### src/rtl/btn_conditioner.sv
// Push-button front end: two-flop synchroniser, per-button stability debounce,
// registered press pulses and combinational chord/idle decodes.

module btn_channel #(
  parameter int DEBOUNCE_CYCLES = 500000,
  parameter int CNT_W           = 19
) (
  input  logic clk,
  input  logic rst_n,
  input  logic raw,
  output logic level,
  output logic press
);

  localparam logic [CNT_W-1:0] TERMINAL = CNT_W'(DEBOUNCE_CYCLES - 1);

  logic             s1;
  logic             s2;
  logic             db;
  logic [CNT_W-1:0] cnt;
  logic             qualify;

  assign qualify = (s2 != db) && (cnt == TERMINAL);
  assign level   = db;

  always_ff @(posedge clk or negedge rst_n) begin
    if (!rst_n) begin
      s1 <= 1'b0;
      s2 <= 1'b0;
    end else begin
      s1 <= raw;
      s2 <= s1;
    end
  end

  // Any agreement between s2 and db restarts the count, so short bounces never flip db.
  always_ff @(posedge clk or negedge rst_n) begin
    if (!rst_n) begin
      db    <= 1'b0;
      cnt   <= '0;
      press <= 1'b0;
    end else begin
      press <= qualify & s2;
      if (s2 == db) begin
        cnt <= '0;
      end else if (qualify) begin
        db  <= s2;
        cnt <= '0;
      end else begin
        cnt <= cnt + 1'b1;
      end
    end
  end

endmodule

module btn_conditioner #(
  parameter int DEBOUNCE_CYCLES = 500000,
  parameter int CNT_W           = 19
) (
  input  logic clk,
  input  logic rst_n,
  input  logic up_raw,
  input  logic down_raw,
  input  logic left_raw,
  input  logic right_raw,
  input  logic mid_raw,
  output logic up_btn,
  output logic down_btn,
  output logic left_btn,
  output logic right_btn,
  output logic mid_btn,
  output logic up_press,
  output logic down_press,
  output logic left_press,
  output logic right_press,
  output logic mid_press,
  output logic chord,
  output logic idle
);

  logic [2:0] held_count;

  btn_channel #(.DEBOUNCE_CYCLES(DEBOUNCE_CYCLES), .CNT_W(CNT_W)) u_up (
    .clk(clk), .rst_n(rst_n), .raw(up_raw), .level(up_btn), .press(up_press)
  );

  btn_channel #(.DEBOUNCE_CYCLES(DEBOUNCE_CYCLES), .CNT_W(CNT_W)) u_down (
    .clk(clk), .rst_n(rst_n), .raw(down_raw), .level(down_btn), .press(down_press)
  );

  btn_channel #(.DEBOUNCE_CYCLES(DEBOUNCE_CYCLES), .CNT_W(CNT_W)) u_left (
    .clk(clk), .rst_n(rst_n), .raw(left_raw), .level(left_btn), .press(left_press)
  );

  btn_channel #(.DEBOUNCE_CYCLES(DEBOUNCE_CYCLES), .CNT_W(CNT_W)) u_right (
    .clk(clk), .rst_n(rst_n), .raw(right_raw), .level(right_btn), .press(right_press)
  );

  btn_channel #(.DEBOUNCE_CYCLES(DEBOUNCE_CYCLES), .CNT_W(CNT_W)) u_mid (
    .clk(clk), .rst_n(rst_n), .raw(mid_raw), .level(mid_btn), .press(mid_press)
  );

  // Decodes come straight from the debounced flops, so they add no latency.
  assign held_count = {2'b00, up_btn} + {2'b00, down_btn} + {2'b00, left_btn}
                    + {2'b00, right_btn} + {2'b00, mid_btn};
  assign chord      = (held_count >= 3'd2);
  assign idle       = ~(up_btn | down_btn | left_btn | right_btn | mid_btn);

endmodule

### config.mk
export PLATFORM = sky130hd
export DESIGN_NAME = btn_conditioner
export DESIGN_NICKNAME = d
export VERILOG_FILES = /design/src/rtl/btn_conditioner.sv
export SDC_FILE = /design/constraint.sdc
export NUM_CORES = 1
export LEC_CHECK = 0
export ABC_AREA = 1
export CAP_MARGIN = 0
export CORE_MARGIN = 2
export CORE_UTILIZATION = 60
export DETAILED_ROUTE_END_ITERATION = 7
export GPL_TIMING_DRIVEN = 0
export PLACE_DENSITY = 0.78
export SLEW_MARGIN = 20
export SYNTH_ARGS = -nofsm -noshare
export SYNTH_HDL_FRONTEND = slang
export SYNTH_SLANG_ARGS = --single-unit
### constraint.sdc
create_clock -name clk -period 5.1 [get_ports clk]
set_input_delay 1.02 -clock clk [delete_from_list [all_inputs] [get_ports clk]]
set_output_delay 1.02 -clock clk [all_outputs]
set_load 0.05 [all_outputs]
==> impl_metrics.csv, run 1 <==
group,metric,value,unit
worst_setup_path,slowest_delay,0.80,ns
final_layout,fin_cells,1001,
placed_design,gp_congestion,0.910,
synth,ys_seq_area_share,46.5,%
synth,synth_top_area_cell,"dfrtp_1",
timing,fin_crit,3.93,ns
synth,synthCells,815,
global_route,grt_antenna_before_repair,0,
min_path,whs_path_depth,0,
cts,cts_resized,0,
floorplan,core,10200,um^2
final_layout,fillers,797,
synth,postSynthAreaPerCell,7.60,um^2
synth,yosysMostFrequentCell,"nor2_1",
synth,synth_common_cells,"209 x nor2_1, 176 x nand2_1, 115 x dfrtp_1, 93 x inv_1, 59 x nand3_1",
synth,synth_area,6190,um^2
detailed_routing,vias_per_cell,5.18,
min_path,hp-class,"register to register",
synth,synth_fp_nets,830,
synth,synth.yosys.warnings,0,
worst_setup_path,cp_max_fo,4,
timing,fin_crit_sh,77.0,%
synth,synth-seq-cells,115,
floorplan,die_x,106,um
final_layout,nets,868,
floorplan,pin_count,19,
cts,cts_buffer_depth,2,
cts,clockRootBuffer,"clkbuf_8",
timing,setup_viol,0,
cts,tritoncts,"done",
timing,fin_worst_skew,0.00630,ns
worst_setup_path,crit_path_top_delay_cell,"clkdlybuf4s50_1",
synth,ys.flop_type,"dfrtp_1",
cts,holdBufCountCts,0,
floorplan,dieArea,11100,um^2
timing,hold_violations,0,
placed_design,dp_hpwl,9.10,mm
global_route,grt_usage,25.6,%
synth,synth_cell_types,26,
global_route,overflow,0,
worst_setup_path,required,4.08,ns
detailed_routing,wire_per_inst,12.9,um
synth,yosys.area.top_type_share,46.5,%
cts,cts_setup_buffers,0,
outcome,status,"complete, no violations",
flow_run,maxCapViolCount,0,
pwr,cellLeakagePower,3.16,nW
placed_design,place_inst,970,
cts,cts_buffers,17,
placed_design,post-place-ws,1.77,ns
worst_setup_path,crit_arrival,2.91,ns
worst_setup_path,crit_chain,"inv_1 > fa_1 > inv_1 > ha_1 > a21oi_1 > nand2_1 > clkdlybuf4s50_1",
final_layout,drive_gt1_share,9.13,%
worst_setup_path,crit_type,"register to primary output",
detailed_routing,first_pass_iters,5,
final_layout,area_growth,16.5,%
timing,drv_slew,0,
floorplan,die_height,106,um
timing,worst_pin_slew,0.540,ns
global_route,grt_pass1_vias,5215,
cts,h-tree-depth,4,
timing,holdWs,0.347,ns
detailed_routing,drt_wl_total,12.9,mm
detailed_routing,drt_iter0_drc,364,
pwr,ir_worst_vdd,0.397,mV
floorplan,initial_core_util,60.8,%
floorplan,num_rows,37,
global_route,grt_pass1_wl,22.7,mm
cts,clock-sinks,115,
pwr,power_density,320,nW/um^2
synth,synthTopCellsByArea,"dfrtp_1 46%, nor2_1 13%, nand2_1 11%",
worst_setup_path,cp-end-kind,"primary output",
cts,clkLatencyLatePin,0.53,ns
timing,fmax,254,MHz
worst_setup_path,worst_r2r_path_depth,8,
detailed_routing,final_antenna_net_count,0,
final_layout,multiInputGateArea,2930,um^2
cts,clk_pin_slew_worst_paths,0.06,ns
final_layout,seqCellArea,2880,um^2
placed_design,io_buffers,18,
synth,synth_edf_count,0,
final_layout,antennaDiodeCount,0,
detailed_routing,num_vias,5183,
timing,fin_ws,1.17,ns
timing,timing.slew.headroom,63.9,%
detailed_routing,drcViolationCount,0,
global_route,grt_max_degree,78,
synth,async_flop_share,100,%
timing,rsz0062_at_grt,"no",
worst_setup_path,crit_path_start_kind,"register",
worst_setup_path,critPathMostFrequentCell,"inv_1",
-- cell type report --
| class | instances | share of cell area [%] |
|---|---|---|
| multi-input cells | 600 | 40.6 |
| clock inverters | 10 | 2.84 |
| flip-flops and latches | 115 | 39.9 |
| clock buffers | 21 | 6.09 |
| well taps | 136 | 2.36 |
| repair buffers | 19 | 2.90 |
| inverters | 93 | 4.84 |
| plain buffers | 7 | 0.520 |
-- per-layer routing --
| layer | GRT usage, % | vias to the layer above | share of wire [%] |
|---|---|---|---|
| met5 | 0 | - | 0 |
| met3 | 7.05 | 20 | 4.8 |
| met2 | 42.5 | 136 | 50 |
| met4 | 10.5 | 0 | 1.8 |
| met1 | 31.8 | 2426 | 43 |
| li1 | - | 2601 | - |
-- metrics by stage --
step	setup TNS (ns)	utilization, %	cell area, um^2	power [W]
final	0	70.8	7220	0.00231
after detailed placement	0	64.5	6570	0.00102
after global routing	0	70.8	7220	0.00238
after floorplan	0	-	6190	0.000982
after CTS	0	70.8	7220	0.00233
after global placement	-144.02	64.2	6540	0.00101
-- worst max-delay path, delay by kind of cell (launching register included) --
| family | cells | cell delay, ns |
|---|---|---|
| DFF | 1 | 0.39 |
| buffers and inverters | 3 | 0.98 |
| and+or+nand+nor | 1 | 0.09 |
| adders and majority gates | 2 | 0.83 |
| AOI/OAI and AO/OA | 1 | 0.07 |
-- flip-flops by register name (all words and copies together) (netlist names), 19 cells and up --
register	flops
u_down.cnt	19
u_left.cnt	19
u_mid.cnt	19
u_right.cnt	19
u_up.cnt	19
-- layout by cell type (no fill, tap or decap), drive strengths merged, types with 2 or more instances in the layout --
cell type      Yosys  final
clkdlybuf4s50      0     17
buf                7      9
nand3             64     64
dfrtp            115    115
nor3b              7      7
nand4             12     12
xor2              32     32
inv               93     93
clkinvlp           0      2
o21bai             6      6
ha                 7      7
o21ai             17     17
nor2             231    231
and2               2      2
bufinv             0      6
nand2            191    191
clkbuf             0     21
clkinv             0      2
nor3               6      6
xnor2             14     14
a21oi              8      8
-- cell families after synthesis --
logic type / share of synthesized area (%)
xor gates and xnor gates: 6.51
buffers and inverters: 6.24
AOI/OAI and AO/OA: 2.87
and+or+nand+nor: 36.2
adders and majority gates: 1.74
DFF: 46.5
-- worst paths after layout --
kind	slack (ns)	to	start
worst max-delay path	1.17	chord	u_up.level
worst min-delay path	0.35	u_down.s2	u_down.s1
worst max register to register	3.48	u_right.cnt[5]	u_right.cnt[0]
worst min register to register	0.35	u_down.s2	u_down.s1
max in group asynchronous	4.03	u_up.cnt[2]	rst_n
min in group asynchronous	0.39	u_left.cnt[18]	rst_n
-- power by group --
| group | leakage, nW | switching [W] | internal, W |
|---|---|---|---|
| combinational | 1.28 | 0.0000467 | 0.0000197 |
| clock | 0.308 | 0.000405 | 0.000900 |
| sequential | 1.57 | 0.00000847 | 0.000927 |
| total | 3.16 | 0.000460 | 0.00185 |
Note: power is estimated with default switching activity, not from simulation.
==> run 2: changes to the inputs <==
==> constraint.sdc (replaced) <==
create_clock -name clk -period 3.7 [get_ports clk]
set_input_delay 0.74 -clock clk [delete_from_list [all_inputs] [get_ports clk]]
set_output_delay 0.74 -clock clk [all_outputs]
set_load 0.05 [all_outputs]
==> impl_metrics.csv, run 2 (same netlist as run 1, synthesis figures left out) <==
group,metric,value,unit
outcome,status,"complete, no violations",
detailed_routing,num_vias,5184,
final_layout,final_cell_mix,"209 x nor2_1, 176 x nand2_1, 115 x dfrtp_1",
detailed_routing,first_pass_iters,5,
worst_setup_path,cp_max_fo,4,
global_route,grt_pass1_vias,5215,
timing,holdWs,0.107,ns
worst_setup_path,cp-end-kind,"primary output",
worst_setup_path,crit_arrival,2.52,ns
final_layout,nets,868,
placed_design,gp_congestion,0.910,
global_route,grt_antenna_before_repair,0,
final_layout,area_growth,16.6,%
detailed_routing,vias_per_cell,5.18,
timing,fin_worst_skew,0.00650,ns
timing,rsz0062_at_grt,"no",
worst_setup_path,required,2.96,ns
worst_setup_path,crit_path_start_kind,"register",
final_layout,final_common_cell,"nor2_1",
placed_design,dp_hpwl,9.10,mm
worst_setup_path,slowest_delay,0.54,ns
floorplan,dieArea,11100,um^2
detailed_routing,drt_iter0_drc,364,
worst_setup_path,crit_chain,"inv_1 > fa_1 > inv_1 > ha_1 > a21oi_1 > nand2_1 > dlymetal6s2s_1",
floorplan,die_height,106,um
pwr,combPwrFrac,2.9,%
pwr,ir_worst_vdd,0.547,mV
timing,drv_slew,0,
pwr,clkPwrFrac,56.6,%
cts,clkLatencyLatePin,0.53,ns
floorplan,initial_core_util,60.8,%
worst_setup_path,crit_path_top_delay_cell,"fa_1",
detailed_routing,wire_per_inst,12.9,um
cts,cts_setup_buffers,0,
timing,fin_crit,3.26,ns
global_route,grt_max_degree,78,
floorplan,num_rows,37,
final_layout,drive_gt1_share,9.13,%
timing,setup_viol,0,
final_layout,antennaDiodeCount,0,
global_route,grt_usage,25.6,%
worst_setup_path,critPathMostFrequentCell,"inv_1",
pwr,p_int,0.00254,W
timing,timing.slew.headroom,63.9,%
cts,h-tree-depth,4,
placed_design,io_buffers,18,
cts,holdBufCountCts,0,
worst_setup_path,crit_type,"register to primary output",
detailed_routing,drcViolationCount,0,
pwr,power_density,441,nW/um^2
placed_design,place_inst,970,
cts,clockRootBuffer,"clkbuf_8",
global_route,overflow,0,
cts,clk_pin_slew_worst_paths,0.06,ns
cts,cts_buffers,17,
detailed_routing,drt_wl_total,12.9,mm
global_route,grt_pass1_wl,22.7,mm
pwr,cellLeakagePower,3.18,nW
floorplan,pin_count,19,
pwr,p_seq_share,40.5,%
cts,cts_buffer_depth,2,
floorplan,die_x,106,um
floorplan,core,10200,um^2
timing,fin_crit_sh,88.1,%
min_path,hp-class,"input port to async pin",
flow_run,maxCapViolCount,0,
pwr,p_sw_share,20.0,%
final_layout,fin_cells,1001,
cts,clock-sinks,115,
cts,tritoncts,"done",
final_layout,final_util,70.9,%
pwr,p_sw,0.000635,W
detailed_routing,final_antenna_net_count,0,
timing,worst_pin_slew,0.540,ns
timing,hold_violations,0,
timing,fmax,307,MHz
run 2: cell types whose count changed in the layout (fill, tap and decap cells not counted), sizes merged:
cell | before | now
dlymetal6s2s | 0 | 1
clkdlybuf4s50 | 17 | 16
run 2: power groups by stage:
stage	Combinational, W	Clock (W)	Sequential [W]
2_1_floorplan	0.0000452	0	0.00131
3_3_place_gp	0.0000859	0	0.00131
6_report	0.0000916	0.00180	0.00129
4_1_cts	0.0000949	0.00182	0.00129
3_5_place_dp	0.0000941	0	0.00131
5_1_grt	0.000107	0.00188	0.00129
run 2: worst max-delay path: cells and delay by family, from the launching register on:
family / cells / cell delay [ns]
adders and majority gates: 2 / 0.83
buffers and inverters: 3 / 0.60
DFF: 1 / 0.39
and+or+nand+nor: 1 / 0.09
AOI/OAI and AO/OA: 1 / 0.07
run 2: final timing paths:
check | slack (ns) | cells after the start | from | end
max in group asynchronous | 2.91 | 2 | rst_n | u_up.cnt[2]
hold reg to reg | 0.35 | 0 | u_down.s1 | u_down.s2
min in group clk | 0.35 | 0 | u_down.s1 | u_down.s2
setup / recovery | 0.44 | 7 | u_up.level | chord
setup reg to reg | 2.08 | 8 | u_right.cnt[0] | u_right.cnt[5]
hold / removal | 0.11 | 1 | rst_n | u_left.cnt[18]
run 2: cell type report:
cell class,instances,area (um^2)
Clock buffer,21,439
Timing Repair Buffer,19,211
Tap cell,136,170
Inverter,93,349
Multi-Input combinational cell,600,2930
Sequential cell,115,2880
Buffer,7,37.5
Clock inverter,10,205
Fill cell,796,2970
run 2: per-layer routing:
metal,track usage [%],routed length [um],share of wire (%)
met3,7.05,624,4.8
met2,42.5,6420,50
met4,10.5,231,1.8
met1,31.8,5600,43
met5,0,0,0
run 2: timing repair:
item                                   CTS  global route
setup endpoints to repair                0             1
endpoints found under the hold margin    0             0
resized for setup                        0             1
run 2: per-stage QoR:
stage                     TNS, ns  power [W]  instance area, um^2  worst slack [ns]
after floorplan                 0    0.00135                 6190             0.902
after global placement    -272.82    0.00140                 6540             -2.38
after detailed placement        0    0.00140                 6570             0.646
after CTS                       0    0.00321                 7220            0.0271
after global routing            0    0.00328                 7220             0.344
final                           0    0.00318                 7220             0.441
==> variant 1: new RTL, settings of run 2 <==
Register the outputs `chord` and `idle`; this adds one clock of latency there. The other outputs are not delayed to match. Comments in the files are not updated.
--- a/src/rtl/btn_conditioner.sv
+++ b/src/rtl/btn_conditioner.sv
@@ -104,8 +104,10 @@
   // Decodes come straight from the debounced flops, so they add no latency.
   assign held_count = {2'b00, up_btn} + {2'b00, down_btn} + {2'b00, left_btn}
                     + {2'b00, right_btn} + {2'b00, mid_btn};
-  assign chord      = (held_count >= 3'd2);
-  assign idle       = ~(up_btn | down_btn | left_btn | right_btn | mid_btn);
+  always_ff @(posedge clk) begin
+      chord <= (held_count >= 3'd2);
+      idle  <= ~(up_btn | down_btn | left_btn | right_btn | mid_btn);
+  end
 
 endmodule
 
Behaviour: no difference found for any inputs over 10 cycles, from zero or initial values and one cycle with rst_n low; that may be too few to reach the edited logic, so the function may still have changed.
==> variant 1 against run 2 <==
- sequential cell count rose by 2
- worst setup slack improved by 0.68 ns
- synthesized area rose by 0.65%
- design area fell by 1.4%
- count of clock-buffer cells in the layout rose by 3
- routed wire length fell by 0.79%
- sequential share of layout area rose by 1.1 points
- total power fell by 12%
- critical endpoint is now mid_btn
==> variant 1: results (changes against run 2) <==
placed_design:
  place.detailed.hpwl_mm: 9.04  # was 9.10 mm
  placedCellCount: 972  # was 970
  place.port_buffers: 18  # unchanged
  gp_routability_congestion: 0.929  # was 0.910
  place_area_mm2: 0.00661  # was 0.00657 mm^2
drt:
  drt_iter0_markers: 300  # was 364
  route.detailed.wl_per_inst_um: 12.8  # was 12.9 um
  dr_total_vias: 5187  # was 5184
  drc_errors: 0  # unchanged
logic_synthesis:
  synth_flop_cell: "sky130_fd_sc_hd__dfrtp_1"  # unchanged
  ys_top_cells_by_area: "sky130_fd_sc_hd__dfrtp_1 (46%), sky130_fd_sc_hd__nor2_1 (13%), sky130_fd_sc_hd__nand2_1 (11%)"  # unchanged
  synth-seq-area-share: 0.468  # was 0.465
  synthesis.area_per_instance_um2: 7.63  # was 7.60 um^2
  postSynth.asyncResetShare: 0.983  # was 1.00
  synth_fp_nets: 832  # was 830
  synth.distinct_cells: 27  # was 26
  ys.warnings.count: 0  # unchanged
  synth_seq_cells: 117  # was 115
finish:
  antenna-diode-count: 0  # unchanged
  nFillCells: 823  # was 796
  final_layout_size_suffix_gt1_frac: 0.0880  # was 0.0913
  finalNonFillerCells: 1000  # was 1001
  fin_nets: 870  # was 868
grt:
  grt_antenna_before_repair: 0  # unchanged
  global_route.usage.total: 0.255  # was 0.256
  global_route_wire_length_before_repair_mm: 22.8  # was 22.7 mm
  grt_max_degree: 71  # was 78
  vias_in_the_first_global_route: 5219  # was 5215
pwr:
  power.leakage_nw: 3.12  # was 3.18 nW
  irDropWorstVdd_v: 0.000313  # was 0.000547 V
worst_setup_path:
  timing.critical_path.to: "mid_btn"  # was chord
  worstPathArrival_ns: 1.84  # was 2.52 ns
  r2r_cells: 6  # was 8
  worst_path_max_delay_cell: "sky130_fd_sc_hd__clkdlybuf4s50_1"  # was sky130_fd_sc_hd__fa_1
  critical-path-top-delay-family: "buffers and inverters"  # was adder cells
  critical_path.reg2reg.endpoint: "chord"  # was u_right.cnt[5]
  cp_max_fo: 6  # was 4
  crit_start: "u_mid.level"  # was u_up.level
  worstReg2RegStart: "u_up.level"  # was u_right.cnt[0]
  rrSetupSlack_ns: 1.97  # was 2.08 ns
  timing.critical_path.slowest_cell_delay_ns: 0.86  # was 0.54 ns
clock_network:
  cts-buffers-inserted: 17  # unchanged
  post-cts-setup-buffer-count: 0  # unchanged
  cts_resized: 0  # unchanged
timing:
  fin_skew_ns: 0.00719  # was 0.00650 ns
  worst_pin_slew_ns: 0.514  # was 0.540 ns
run_status:
  outcome: "completed"  # unchanged
hold_path:
  worstHoldPathType: "input pin to async pin"  # unchanged
variant 1: per-stage QoR:
stage	setup TNS (ns)	hold slack [ns]	setup slack [ns]
2_1_floorplan	0	0.331	1.78
3_3_place_gp	-278.68	0.332	-2.43
3_5_place_dp	0	0.336	1.67
4_1_cts	0	0.147	1.11
5_1_grt	0	0.171	1.09
6_report	0	0.148	1.12
variant 1: area by class of cell:
type	count	area, um^2	share of cell area
Inverter	93	349	0.0491
Multi-Input combinational cell	600	2930	0.411
Buffer	7	37.5	0.00527
Clock inverter	4	25.0	0.00352
Sequential cell	117	2920	0.410
Timing Repair Buffer	19	209	0.0294
Clock buffer	24	480	0.0675
Tap cell	136	170	0.0239
variant 1: cell families after synthesis:
kind of cell	after synthesis	share of synthesized area
AO/OA/AOI/OAI	32	0.0285
XOR/XNOR	46	0.0646
adder cells (fa/ha/maj)	8	0.0173
buffers and inverters	100	0.0620
flip-flops	117	0.468
AND/OR/NAND/NOR	514	0.359
variant 1: worst min-delay path by stage:
| stage | to | slack (ns) |
|---|---|---|
| after floorplan | u_down.s2 | 0.33 |
| after detailed placement | u_right.s2 | 0.34 |
| final | u_left.cnt[6] | 0.15 |
| after global routing | u_right.cnt[9] | 0.17 |
| after CTS | u_up.cnt[3] | 0.15 |
| after global placement | u_up.s2 | 0.33 |
variant 1: power by group:
group          switching [W]  internal [W]  total (W)  leakage (nW)
Clock               0.000534      0.000874    0.00141         0.245
Sequential         0.0000113       0.00130    0.00131          1.59
Combinational      0.0000637     0.0000270  0.0000907          1.28
Total               0.000609       0.00220    0.00281          3.12
variant 1: routing by layer:
layer	wire length [um]	global-route usage	vias up
met3	452	0.0607	23
li1	-	-	2599
met2	6450	0.447	100
met5	0	0	-
met1	5680	0.304	2465
met4	198	0.101	0
==> variant 2: new RTL, config.mk and constraints of run 2 <==
Made on the original files. `CNT_W` is set to 19 in 2 places; all go to 17.
--- a/src/rtl/btn_conditioner.sv
+++ b/src/rtl/btn_conditioner.sv
@@ -3,7 +3,7 @@
 
 module btn_channel #(
   parameter int DEBOUNCE_CYCLES = 500000,
-  parameter int CNT_W           = 19
+  parameter int CNT_W           = 17
 ) (
   input  logic clk,
   input  logic rst_n,
@@ -56,7 +56,7 @@
 
 module btn_conditioner #(
   parameter int DEBOUNCE_CYCLES = 500000,
-  parameter int CNT_W           = 19
+  parameter int CNT_W           = 17
 ) (
   input  logic clk,
   input  logic rst_n,
Formal check against the unedited RTL: no difference found for any inputs over 10 cycles, from zero or initial values and one cycle with rst_n low; that may be too few to reach the edited logic, so the function may still have changed.
==> variant 2 against run 2 <==
- synthesized area down 6.9%
- non-clock buffer count shrank 2
- synthesized cell count decreased by 4.4%
- sequential cell count fell by 10
- worst setup slack worse by 0.14 ns
- die area is 6.7% lower
- first-iteration DRC count fell by 44%
- design area is 12% lower
- routed wire length shrank 9.2%
- total power shrank 37%
- fmax decreased by 4.2%
- cell count is 5.9% lower
- sequential share of layout area up 1.6 points
- critical path type unchanged
- largest power group is now sequential cells
==> variant 2: results (changes against run 2) <==
run_status:
  outcome: "completed"  # unchanged
logic_synthesis:
  synth-seq-area-share: 0.456  # was 0.465
  ys_top_cells_by_area: "sky130_fd_sc_hd__dfrtp_1 (46%), sky130_fd_sc_hd__nand2_1 (13%), sky130_fd_sc_hd__nor2_1 (12%)"  # was sky130_fd_sc_hd__dfrtp_1 (46%), sky130_fd_sc_hd__nor2_1 (13%), sky130_fd_sc_hd__nand2_1 (11%)
  synth_common_cells: "sky130_fd_sc_hd__nand2_1 (193), sky130_fd_sc_hd__nor2_1 (178), sky130_fd_sc_hd__dfrtp_1 (105)"  # was sky130_fd_sc_hd__nor2_1 (209), sky130_fd_sc_hd__nand2_1 (176), sky130_fd_sc_hd__dfrtp_1 (115)
  synth.distinct_cells: 24  # was 26
  synth_fp_nets: 794  # was 830
drt:
  drt_iter0_markers: 203  # was 364
  per_cell_via_count_in_the_routed_design: 5.19  # was 5.18
  total_wire_length_mm: 11.7  # was 12.9 mm
grt:
  global_route.usage.total: 0.247  # was 0.256
  vias_in_the_first_global_route: 4660  # was 5215
  global_route_wire_length_before_repair_mm: 20.5  # was 22.7 mm
  grt_max_degree: 79  # was 78
pwr:
  irDropWorstVdd_v: 0.000276  # was 0.000547 V
  power.leakage_nw: 2.65  # was 3.18 nW
placed_design:
  pre_cts_slack_ns: 0.682  # was 0.646 ns
  place.detailed.hpwl_mm: 8.82  # was 9.10 mm
  gp_routability_congestion: 0.904  # was 0.910
timing:
  max-slew-margin-rel: 0.658  # was 0.639
  fin_skew_ns: 0.0137  # was 0.00650 ns
finish:
  final_layout_size_suffix_gt1_frac: 0.0959  # was 0.0913
  fin_nets: 824  # was 868
clock_network:
  htree_num_levels: 3  # was 4
  clock_insertion_delay_worst_skew_ns: 0.37  # was 0.53 ns
  clkSlewWorstSetupHoldPaths_ns: 0.10  # was 0.06 ns
  cts-buffers-inserted: 9  # was 17
worst_setup_path:
  timing.critical_path.slowest_cell_delay_ns: 0.80  # was 0.54 ns
  worst_path_max_delay_cell: "sky130_fd_sc_hd__clkdlybuf4s50_1"  # was sky130_fd_sc_hd__fa_1
  worstPathArrival_ns: 2.66  # was 2.52 ns
  critical-path-top-delay-family: "buffers and inverters"  # was adder cells
variant 2: cell count changes after synthesis, moves of 7 or more:
cell / before / now
sky130_fd_sc_hd__nor2_1: 209 / 178
sky130_fd_sc_hd__nand2_1: 176 / 193
sky130_fd_sc_hd__xor2_1: 32 / 19
sky130_fd_sc_hd__xnor2_1: 14 / 2
sky130_fd_sc_hd__dfrtp_1: 115 / 105
sky130_fd_sc_hd__o21ai_0: 12 / 2
sky130_fd_sc_hd__nand4_1: 12 / 20
sky130_fd_sc_hd__nand2_2: 14 / 21
variant 2: worst register-to-register path, stage by stage, from the launching register on:
cell,delay [ns]
sky130_fd_sc_hd__dfrtp_1,0.40
sky130_fd_sc_hd__ha_1,0.20
sky130_fd_sc_hd__nand3_1,0.15
sky130_fd_sc_hd__nor2_1,0.22
sky130_fd_sc_hd__nand3_1,0.14
sky130_fd_sc_hd__nand2_2,0.18
sky130_fd_sc_hd__nor2_1,0.07
variant 2: cells by family after synthesis:
logic type	synth area share
flops	0.456
xor+xnor	0.0319
simple gates	0.389
buf+inv	0.0669
fa+ha+maj	0.0187
compound gates	0.0382
variant 2: final cells by class:
class | instances | area, um^2
inverters | 96 | 360
multi-input cells | 573 | 2750
clock buffers | 9 | 124
fillers | 817 | 2950
clock inverters | 6 | 73.8
repair buffers | 19 | 209
well taps | 129 | 161
flip-flops and latches | 105 | 2630
plain buffers | 5 | 25.0
variant 2: routing by layer:
metal,GRT usage,share of wire,vias up,wire [um]
met5,0,0,-,0
met4,0.0821,0.014,0,160
met3,0.0472,0.044,14,511
met2,0.407,0.49,97,5740
met1,0.332,0.45,2288,5280
li1,-,-,2487,-
variant 2: report_power, final:
part	internal [W]	leakage (nW)	switching, W	total (W)
clock	0.000319	0.101	0.000401	0.000720
sequential	0.00117	1.43	0.0000162	0.00118
combinational	0.0000269	1.11	0.0000595	0.0000864
total	0.00151	2.65	0.000477	0.00199
variant 2: through the flow:
step / cell area, um^2 / std cells / setup TNS, ns / total power (W)
2_1_floorplan: 5760 / 779 / 0 / 0.00124
3_3_place_gp: 6110 / 926 / -214.46 / 0.00128
3_5_place_dp: 6130 / 927 / 0 / 0.00129
4_1_cts: 6330 / 942 / 0 / 0.00201
5_1_grt: 6330 / 942 / 0 / 0.00207
6_report: 6330 / 942 / 0 / 0.00199
variant 2: path summary, 6_finish.rpt:
kind                                   to  slack, ns  cells after the start         start
max                                 chord       0.30                      7  u_down.level
min                        u_left.cnt[15]       0.23                      1         rst_n
max reg2reg                  u_up.cnt[15]       2.22                      6   u_up.cnt[0]
min reg2reg                    u_right.s2       0.36                      0    u_right.s1
max in group asynchronous   u_down.cnt[9]       2.83                      2         rst_n
min in group clk               u_right.s2       0.36                      0    u_right.s1
